$ cat config.mk
export PLATFORM = sky130hd
export DESIGN_NAME = mips_mc_control
export DESIGN_NICKNAME = d
export VERILOG_FILES = /design/src/rtl/mips_pkg.sv /design/src/rtl/mc_wait_timer.sv /design/src/rtl/mips_mc_control.sv
export SDC_FILE = /design/constraint.sdc
export NUM_CORES = 1
export LEC_CHECK = 0
export CAP_MARGIN = 5
export CORE_UTILIZATION = 40
export CTS_CLUSTER_DIAMETER = 30
export DETAILED_ROUTE_END_ITERATION = 10
export PLACE_DENSITY = 0.7
export SETUP_SLACK_MARGIN = 0.4
export SLEW_MARGIN = 5
export SYNTH_ARGS = -nofsm -noshare
export SYNTH_HDL_FRONTEND = slang
export SYNTH_HIERARCHICAL = 1
export SYNTH_SLANG_ARGS = --single-unit
$ cat constraint.sdc
create_clock -name clk -period 4.1 [get_ports clk]
set_input_delay 0.82 -clock clk [delete_from_list [all_inputs] [get_ports clk]]
set_output_delay 0.82 -clock clk [all_outputs]
set_load 0.02 [all_outputs]
$ cat src/rtl/mips_pkg.sv
// Shared encodings for the multicycle MIPS control path.
// Holds opcodes, mux select encodings and the control FSM state type.
package mips_pkg;

    localparam logic [5:0] OP_RTYPE = 6'h00;
    localparam logic [5:0] OP_LW    = 6'h23;
    localparam logic [5:0] OP_SW    = 6'h2B;
    localparam logic [5:0] OP_BEQ   = 6'h04;
    localparam logic [5:0] OP_J     = 6'h02;
    localparam logic [5:0] OP_ADDI  = 6'h08;

    localparam logic [1:0] SRCB_B      = 2'd0;
    localparam logic [1:0] SRCB_FOUR   = 2'd1;
    localparam logic [1:0] SRCB_IMM    = 2'd2;
    localparam logic [1:0] SRCB_IMM_SH = 2'd3;

    localparam logic [1:0] PCSRC_ALU    = 2'd0;
    localparam logic [1:0] PCSRC_ALUOUT = 2'd1;
    localparam logic [1:0] PCSRC_JUMP   = 2'd2;

    localparam logic [1:0] ALUOP_ADD   = 2'b00;
    localparam logic [1:0] ALUOP_SUB   = 2'b01;
    localparam logic [1:0] ALUOP_FUNCT = 2'b10;

    typedef enum logic [3:0] {
        S_IDLE,
        S_FETCH,
        S_DECODE,
        S_MEMADR,
        S_MEMRD,
        S_MEMWB,
        S_MEMWR,
        S_EXEC,
        S_ALUWB,
        S_BRANCH,
        S_JUMP,
        S_ADDIEX,
        S_ADDIWB
    } state_t;

endpackage

$ cat src/rtl/mc_wait_timer.sv
// Memory wait counter with timeout compare.
// Count is zero on the first cycle of every wait state.
module mc_wait_timer #(
    parameter int TIMEOUT = 16,
    parameter int CNT_W   = 5
) (
    input  logic clk,
    input  logic rst_n,
    input  logic i_wait,
    input  logic i_ready,
    output logic o_timeout
);

    localparam logic [CNT_W-1:0] LP_LAST = CNT_W'(TIMEOUT - 1);

    logic [CNT_W-1:0] r_cnt;
    logic             w_stall;

    assign w_stall   = i_wait & ~i_ready;
    assign o_timeout = (TIMEOUT != 0) && w_stall && (r_cnt == LP_LAST);

    // Any cycle that is not a continuing stall leaves the count at zero,
    // so every entry into a wait state starts from a clean count.
    always_ff @(posedge clk or negedge rst_n) begin
        if (!rst_n) begin
            r_cnt <= '0;
        end else if (w_stall && !o_timeout) begin
            r_cnt <= r_cnt + CNT_W'(1);
        end else begin
            r_cnt <= '0;
        end
    end

endmodule

$ cat src/rtl/mips_mc_control.sv
// Main control FSM of the multicycle MIPS datapath.
// Outputs decode from state, plus mem_ready and zero.
module mips_mc_control
    import mips_pkg::*;
#(
    parameter int TIMEOUT = 16,
    parameter int CNT_W   = 5
) (
    input  logic       clk,
    input  logic       rst_n,
    input  logic [5:0] opcode,
    input  logic       zero,
    input  logic       mem_ready,
    output logic       pc_en,
    output logic       iord,
    output logic       mem_read,
    output logic       mem_write,
    output logic       ir_write,
    output logic       reg_dst,
    output logic       mem_to_reg,
    output logic       reg_write,
    output logic       alu_src_a,
    output logic [1:0] alu_src_b,
    output logic [1:0] alu_op,
    output logic [1:0] pc_source,
    output logic       illegal_op,
    output logic       bus_err
);

    state_t r_state;
    state_t w_next;
    logic   w_wait;
    logic   w_tmo;

    assign w_wait = (r_state == S_FETCH) || (r_state == S_MEMRD) ||
                    (r_state == S_MEMWR);

    mc_wait_timer #(
        .TIMEOUT (TIMEOUT),
        .CNT_W   (CNT_W)
    ) u_timer (
        .clk       (clk),
        .rst_n     (rst_n),
        .i_wait    (w_wait),
        .i_ready   (mem_ready),
        .o_timeout (w_tmo)
    );

    always_ff @(posedge clk or negedge rst_n) begin
        if (!rst_n) begin
            r_state <= S_IDLE;
        end else begin
            r_state <= w_next;
        end
    end

    always_comb begin
        w_next     = r_state;
        pc_en      = 1'b0;
        iord       = 1'b0;
        mem_read   = 1'b0;
        mem_write  = 1'b0;
        ir_write   = 1'b0;
        reg_dst    = 1'b0;
        mem_to_reg = 1'b0;
        reg_write  = 1'b0;
        alu_src_a  = 1'b0;
        alu_src_b  = SRCB_B;
        alu_op     = ALUOP_ADD;
        pc_source  = PCSRC_ALU;
        illegal_op = 1'b0;
        bus_err    = 1'b0;
        unique case (r_state)
            S_IDLE: w_next = S_FETCH;
            S_FETCH: begin
                mem_read  = 1'b1;
                alu_src_b = SRCB_FOUR;
                if (mem_ready) begin
                    ir_write = 1'b1;
                    pc_en    = 1'b1;
                    w_next   = S_DECODE;
                end else if (w_tmo) begin
                    bus_err = 1'b1;
                end
            end
            S_DECODE: begin
                alu_src_b = SRCB_IMM_SH;
                case (opcode)
                    OP_LW, OP_SW: w_next = S_MEMADR;
                    OP_RTYPE:     w_next = S_EXEC;
                    OP_BEQ:       w_next = S_BRANCH;
                    OP_J:         w_next = S_JUMP;
                    OP_ADDI:      w_next = S_ADDIEX;
                    default: begin
                        illegal_op = 1'b1;
                        w_next     = S_FETCH;
                    end
                endcase
            end
            S_MEMADR: begin
                alu_src_a = 1'b1;
                alu_src_b = SRCB_IMM;
                w_next    = (opcode == OP_LW) ? S_MEMRD : S_MEMWR;
            end
            S_MEMRD: begin
                iord     = 1'b1;
                mem_read = 1'b1;
                if (mem_ready) begin
                    w_next = S_MEMWB;
                end else if (w_tmo) begin
                    bus_err = 1'b1;
                    w_next  = S_FETCH;
                end
            end
            S_MEMWB: begin
                reg_write  = 1'b1;
                mem_to_reg = 1'b1;
                w_next     = S_FETCH;
            end
            S_MEMWR: begin
                iord      = 1'b1;
                mem_write = ~w_tmo;
                if (mem_ready) begin
                    w_next = S_FETCH;
                end else if (w_tmo) begin
                    bus_err = 1'b1;
                    w_next  = S_FETCH;
                end
            end
            S_EXEC: begin
                alu_src_a = 1'b1;
                alu_op    = ALUOP_FUNCT;
                w_next    = S_ALUWB;
            end
            S_ALUWB: begin
                reg_write = 1'b1;
                reg_dst   = 1'b1;
                w_next    = S_FETCH;
            end
            S_BRANCH: begin
                alu_src_a = 1'b1;
                alu_op    = ALUOP_SUB;
                pc_source = PCSRC_ALUOUT;
                pc_en     = zero;
                w_next    = S_FETCH;
            end
            S_JUMP: begin
                pc_source = PCSRC_JUMP;
                pc_en     = 1'b1;
                w_next    = S_FETCH;
            end
            S_ADDIEX: begin
                alu_src_a = 1'b1;
                alu_src_b = SRCB_IMM;
                w_next    = S_ADDIWB;
            end
            S_ADDIWB: begin
                reg_write = 1'b1;
                w_next    = S_FETCH;
            end
            default: w_next = S_IDLE;
        endcase
    end

endmodule

# [Word level (Yosys, flattened, before mapping)]
# Index checks and enable logic that the tools add are counted.
# W data, S select, Z words.
[op_classes] n_mux=26 bitwise_logic=3 add_sub_neg=1 n_eq_ne=19 reduce_logical=16
[op_table] operator="$pmux W4 S8" n=1
[op_table] operator="$eq A4 B4 Y1 const B" n=5
[op_table] operator="$pmux W4 S5" n=1
[op_table] operator="$eq A4 B3 Y1 const B" n=4
[op_table] operator="$mux W4" n=4
[op_table] operator="$mux W1" n=14
[op_table] operator="$eq A6 B6 Y1 const B" n=2
[op_table] operator="$reduce_or A6 Y1" n=2
[op_table] operator="$eq A4 B2 Y1 const B" n=2
[op_table] operator="$pmux W2 S2" n=2
[op_table] operator="$reduce_or A2 Y1" n=4
[op_table] operator="$eq A6 B2 Y1 const B" n=1
[op_table] operator="$eq A6 B3 Y1 const B" n=1
[op_table] operator="$eq A6 B4 Y1 const B" n=1
[op_table] operator="$logic_not A6 Y1" n=1
[op_table] operator="$pmux W2 S3" n=1
[op_table] operator="$reduce_or A3 Y1" n=2
[op_table] operator="$add A5 B1 Y5 const B" n=1
[op_table] operator="$eq A5 B4 Y1 const B" n=1
[op_table] operator="$mux W5" n=1
[op_table] operator="$eq A4 B1 Y1 const B" n=1
[op_table] operator="$logic_not A4 Y1" n=1
[op_table] operator="$reduce_or A4 Y1" n=1
[op_table] operator="$pmux W1 S3" n=1
[op_table] operator="7 further kinds" n=10
[totals] inputBits=10 output_inout_bits=17 word_cells=67 register_bits=9

# [Longest topological paths before layout]
[depth] depth_word=8 mapped_depth=9

# [Modules after synthesis]
# Netlist, hierarchy kept.
[modules_own_cells] module="mips_mc_control" area_each_um2=563.0 cells_per_inst=82 instances=1
[modules_own_cells] module="mc_wait_timer" area_each_um2=245.2 cells_per_inst=21 instances=1

# [Worst setup path after synthesis]
# Ideal clock, no wire load.
[synth_timing] kind="register to output" startpoint="register r_state[2]" endpoint="output bus_err" t_arrival_ns=1.722 n_path_buf=1 path_stages_with_launch=8 path_slack_ns=1.558 required_time_ns=3.280 cell_sequence="dfrtp_1 -> buf_6 -> nor3b_1 -> a21oi_1 -> nor2_1 -> and3b_1 -> nand2b_1 -> nor3_1"
[synth_between] elab_chain_cells=8 elab_cells_between_ends=11
[synth_lines] item="start, declared" line="mips_mc_control.sv:30" text="state_t r_state;"
[synth_lines] item="start signal, assigned" line="mips_mc_control.sv:53" text="r_state <= w_next;"
[synth_lines] item="$eq A4 B1 Y1 or $eq A4 B3 Y1 (tied branches)" line="mips_mc_control.sv:35" text="assign w_wait = (r_state == S_FETCH) || (r_state == S_MEMRD) ||"
[synth_lines] item="$logic_or A1 B1 Y1" line="mips_mc_control.sv:35"
[synth_lines] item="$logic_or A1 B1 Y1 *" line="mips_mc_control.sv:35"
[synth_lines] item="via w_wait" line="mips_mc_control.sv:32" text="logic w_wait;"
[synth_lines] item="$and A1 B1 Y1 *" line="mc_wait_timer.sv:19" text="assign w_stall = i_wait & ~i_ready;"
[synth_lines] item="$logic_and A1 B1 Y1 *" line="mc_wait_timer.sv:20" text="assign o_timeout = (TIMEOUT != 0) && w_stall && (r_cnt == LP_LAST);"
[synth_lines] item="via w_tmo" line="mips_mc_control.sv:33" text="logic w_tmo;"
[synth_lines] item="$mux W1 *" line="mips_mc_control.sv:82, mips_mc_control.sv:110, mips_mc_control.sv:125"
[synth_lines] item="$mux W1 *" line="mips_mc_control.sv:108" text="if (mem_ready) begin"
[synth_lines] item="$mux W1 *"
[synth_lines] item="end, declared" line="mips_mc_control.sv:27" text="output logic bus_err"
# Mark *: on every way through the listed nets, which the timed path passes. The rest lies on a longest branch.

# [Worst setup path after layout]
[layout_timing] startpoint="input mem_ready" endpoint="output bus_err"
[layout_between] elab_chain_cells=6
[layout_lines] item="start, declared" line="mips_mc_control.sv:13" text="input logic mem_ready,"
[layout_lines] item="$not A1 Y1" line="mc_wait_timer.sv:19"
[layout_lines] item="$and A1 B1 Y1" line="mc_wait_timer.sv:19"
[layout_lines] item="$logic_and A1 B1 Y1" line="mc_wait_timer.sv:20"
[layout_lines] item="via w_tmo" line="mips_mc_control.sv:33"
[layout_lines] item="$mux W1" line="mips_mc_control.sv:82, mips_mc_control.sv:110, mips_mc_control.sv:125"
[layout_lines] item="$mux W1" line="mips_mc_control.sv:108"
[layout_lines] item="$mux W1"
# The timed path passes the listed nets, and every way through them passes these cells.

==> run metrics <==
Peak VDD IR approximately 0.42 mV; DRT Wirelength 1.908 mm; Yosys top cell by area dfrtp_1; clk_lat worst skew 260 ps; Slew @ Worst Pin between 400 and 500 ps; Sw Pwr between 0.0003 and 0.0004 W; Initial Utilization 0.4486; DP HPWL 1.475 mm; Seq cells post-synth 9; Tcrit/Tclk final 0.8523; Leak Pwr 0.4227 nW; Hold Vio Cnt, Final 0; Max Slew Vio Count 0; CTS Buf Count 3; Seq pwr share 0.264; Layout Skew around 2.0 ps; gr usage total 0.2260; CTS sink cnt 9; site row count 15; Finished Cell Area approximately 0.0011 mm^2; CTS Buffer Depth 2; Final nets around 140; CP max stage delay ~630 ps; Syn Area/Cell slightly below 8 um^2; PwrDens ~610 mW/mm^2; Core Area 0.001802 mm^2; status finished, final reports clean; critical path startpoint category primary input; WHS between 400 and 500 ps; WL/cell roughly 12 um; most used cell, CP clkdlybuf4s50_1; critical path capture point type output pin; fraction of layout cells with a size suffix above 1 0.09302; Hold Crit Class register to register; ant diodes 0; GPL Wtd Cong about 0.78; synth unique cells between 40 and 50; vias post-DR approximately 900; synth cell count leaders nor2_1, nand2_1, dfrtp_1, nor3_1, a21oi_1; Final TNS setup 0 ps; Chip Width 46.95 um; Sw Ratio 0.4703; Syn Inst Count just over 100; Max-Cap Viols 0; antenna violations before repair 0; WP data required ~3300 ps; CP max stage cell clkdlybuf4s50_1; grt ovf 0; first-pass GRT wire length approximately 3.5 mm; hold buffers post-CTS 0; Ports 27; Die Y 46.95 um; die area around 0.0022 mm^2; post-synth top area share 0.2786; EDFF count, synth 0; DRC Markers 0; drt first pass iters 4; synth-to-layout area growth 35.60%; placed cell areas about 0.0011 mm^2; TritonCTS clock tree yes; Synth Warn # 6; crit-path max FO 12; CP arrival roughly 2700 ps; Post-synth ARST share 1.000; Port Buffers 26; dominant synthesized flop cell dfrtp_1; antenna-violating nets left 0; Final Power 0.0006728 W; most frequent cell after synthesis nor2_1; vias per inst ~5.7; combinational share of power 0.633; largest net degree at the start of global routing 17; FMAX ~290 MHz; CTS root buf clkbuf_4; internal power 0.0003564 W; Clk pwr share 0.103; CP cell instances clkdlybuf4s50_1 > and3b_1 > nand2b_1 > nor3_1 > clkdlybuf4s50_1; dominant cells by area after synthesis dfrtp_1, nor2_1, nand2_1; syn nets roughly 120; CTS H-Tree Depth 1; Slew headroom 0.6806; Reg clk slew, reported paths 60 ps; Setup Viol. Count Final 0; fin util 0.6083; Final min period ~3500 ps; vias in the first global route between 700 and 800; Initial DRC Count 22; Seq/Total Area, Yosys 0.2786; synthesized area slightly above 800 um^2; WS Path Type primary input to output pin; RSZ-0062 raised after global routing false
worst max-delay path, delay by kind of cell:
kind | cells | cell delay (ps)
buffers and inverters | 2 | 1230
AND/OR/NAND/NOR | 3 | 610
worst paths after layout:
path / slack, ps / cells past startpoint / from / to
min in group asynchronous: 850 / 1 / rst_n / r_state[1]
max in group asynchronous: 2950 / 1 / rst_n / r_state[0]
hold / removal: 470 / 1 / u_timer/r_cnt[0] / u_timer/r_cnt[0]
setup reg to reg: 1860 / 8 / r_state[1] / r_state[0]
setup / recovery: 610 / 5 / mem_ready / bus_err
hold reg to reg: 470 / 1 / u_timer/r_cnt[0] / u_timer/r_cnt[0]
area by class of cell:
type | instances | area (um^2)
fillers | 166 | 705.7
multi-input cells | 85 | 533.0
clock buffers | 4 | 26.28
inverters | 5 | 18.77
repair buffers | 26 | 260.3
well taps | 25 | 31.28
flip-flops and latches | 9 | 226.5
cells by family after synthesis:
kind of cell / Yosys count / synth area share
flip-flops: 9 / 0.2786
adder cells (fa/ha/maj): 2 / 0.03095
AND/OR/NAND/NOR: 54 / 0.3591
multiplexers: 2 / 0.02786
XOR/XNOR: 3 / 0.03251
buffers and inverters: 9 / 0.06190
AO/OA/AOI/OAI: 24 / 0.2090
per-layer routing:
layer / vias up / GRT usage / wire length (um)
met5: - / 0 / 0
met2: 40 / 0.3722 / 883
met4: 0 / 0.05143 / 14
li1: 432 / - / -
met3: 2 / 0.05769 / 111
met1: 400 / 0.2981 / 899
stage by stage:
stage	setup slack, ps	cells
after floorplan	1558	103
after global placement	687.6	150
after detailed placement	613.0	150
after CTS	611.9	154
after global routing	411.2	154
final	605.5	154
registers in the layout, summed over array words and instances, names as in the netlist:
signal         count
r_state            4
u_timer/r_cnt      5
placed cells by master, fill, tap and decap left out, types with 2 or more instances in the layout:
| cell type | synthesis | routed |
|---|---|---|
| nand2b_1 | 3 | 3 |
| a21oi_1 | 6 | 6 |
| inv_1 | 4 | 4 |
| nand3_1 | 3 | 3 |
| o21ai_1 | 2 | 2 |
| xnor2_1 | 2 | 2 |
| nor2_1 | 15 | 15 |
| clkbuf_4 | 0 | 3 |
| o211ai_1 | 2 | 2 |
| ha_1 | 2 | 2 |
| nor3_1 | 7 | 7 |
| nor4_1 | 2 | 2 |
| o21ai_0 | 3 | 3 |
| nand2_1 | 11 | 11 |
| and3_1 | 3 | 3 |
| a31oi_1 | 2 | 2 |
| dfrtp_1 | 9 | 8 |
| clkdlybuf4s50_1 | 0 | 26 |
power groups by stage:
stage | registers, W | logic (W) | clock network (W)
5_1_grt | 0.000187 | 0.000471 | 0.0000843
3_5_place_dp | 0.000177 | 0.000426 | 0
2_1_floorplan | 0.000133 | 0.000327 | 0
4_1_cts | 0.000175 | 0.000427 | 0.0000704
3_3_place_gp | 0.000177 | 0.000421 | 0
6_report | 0.000178 | 0.000426 | 0.0000691
what timing repair did:
item,4_1_cts,5_1_grt
resized for setup,0,1
setup buffers,0,0
setup endpoints to repair,0,1
Power figures use the tool's default switching activity.
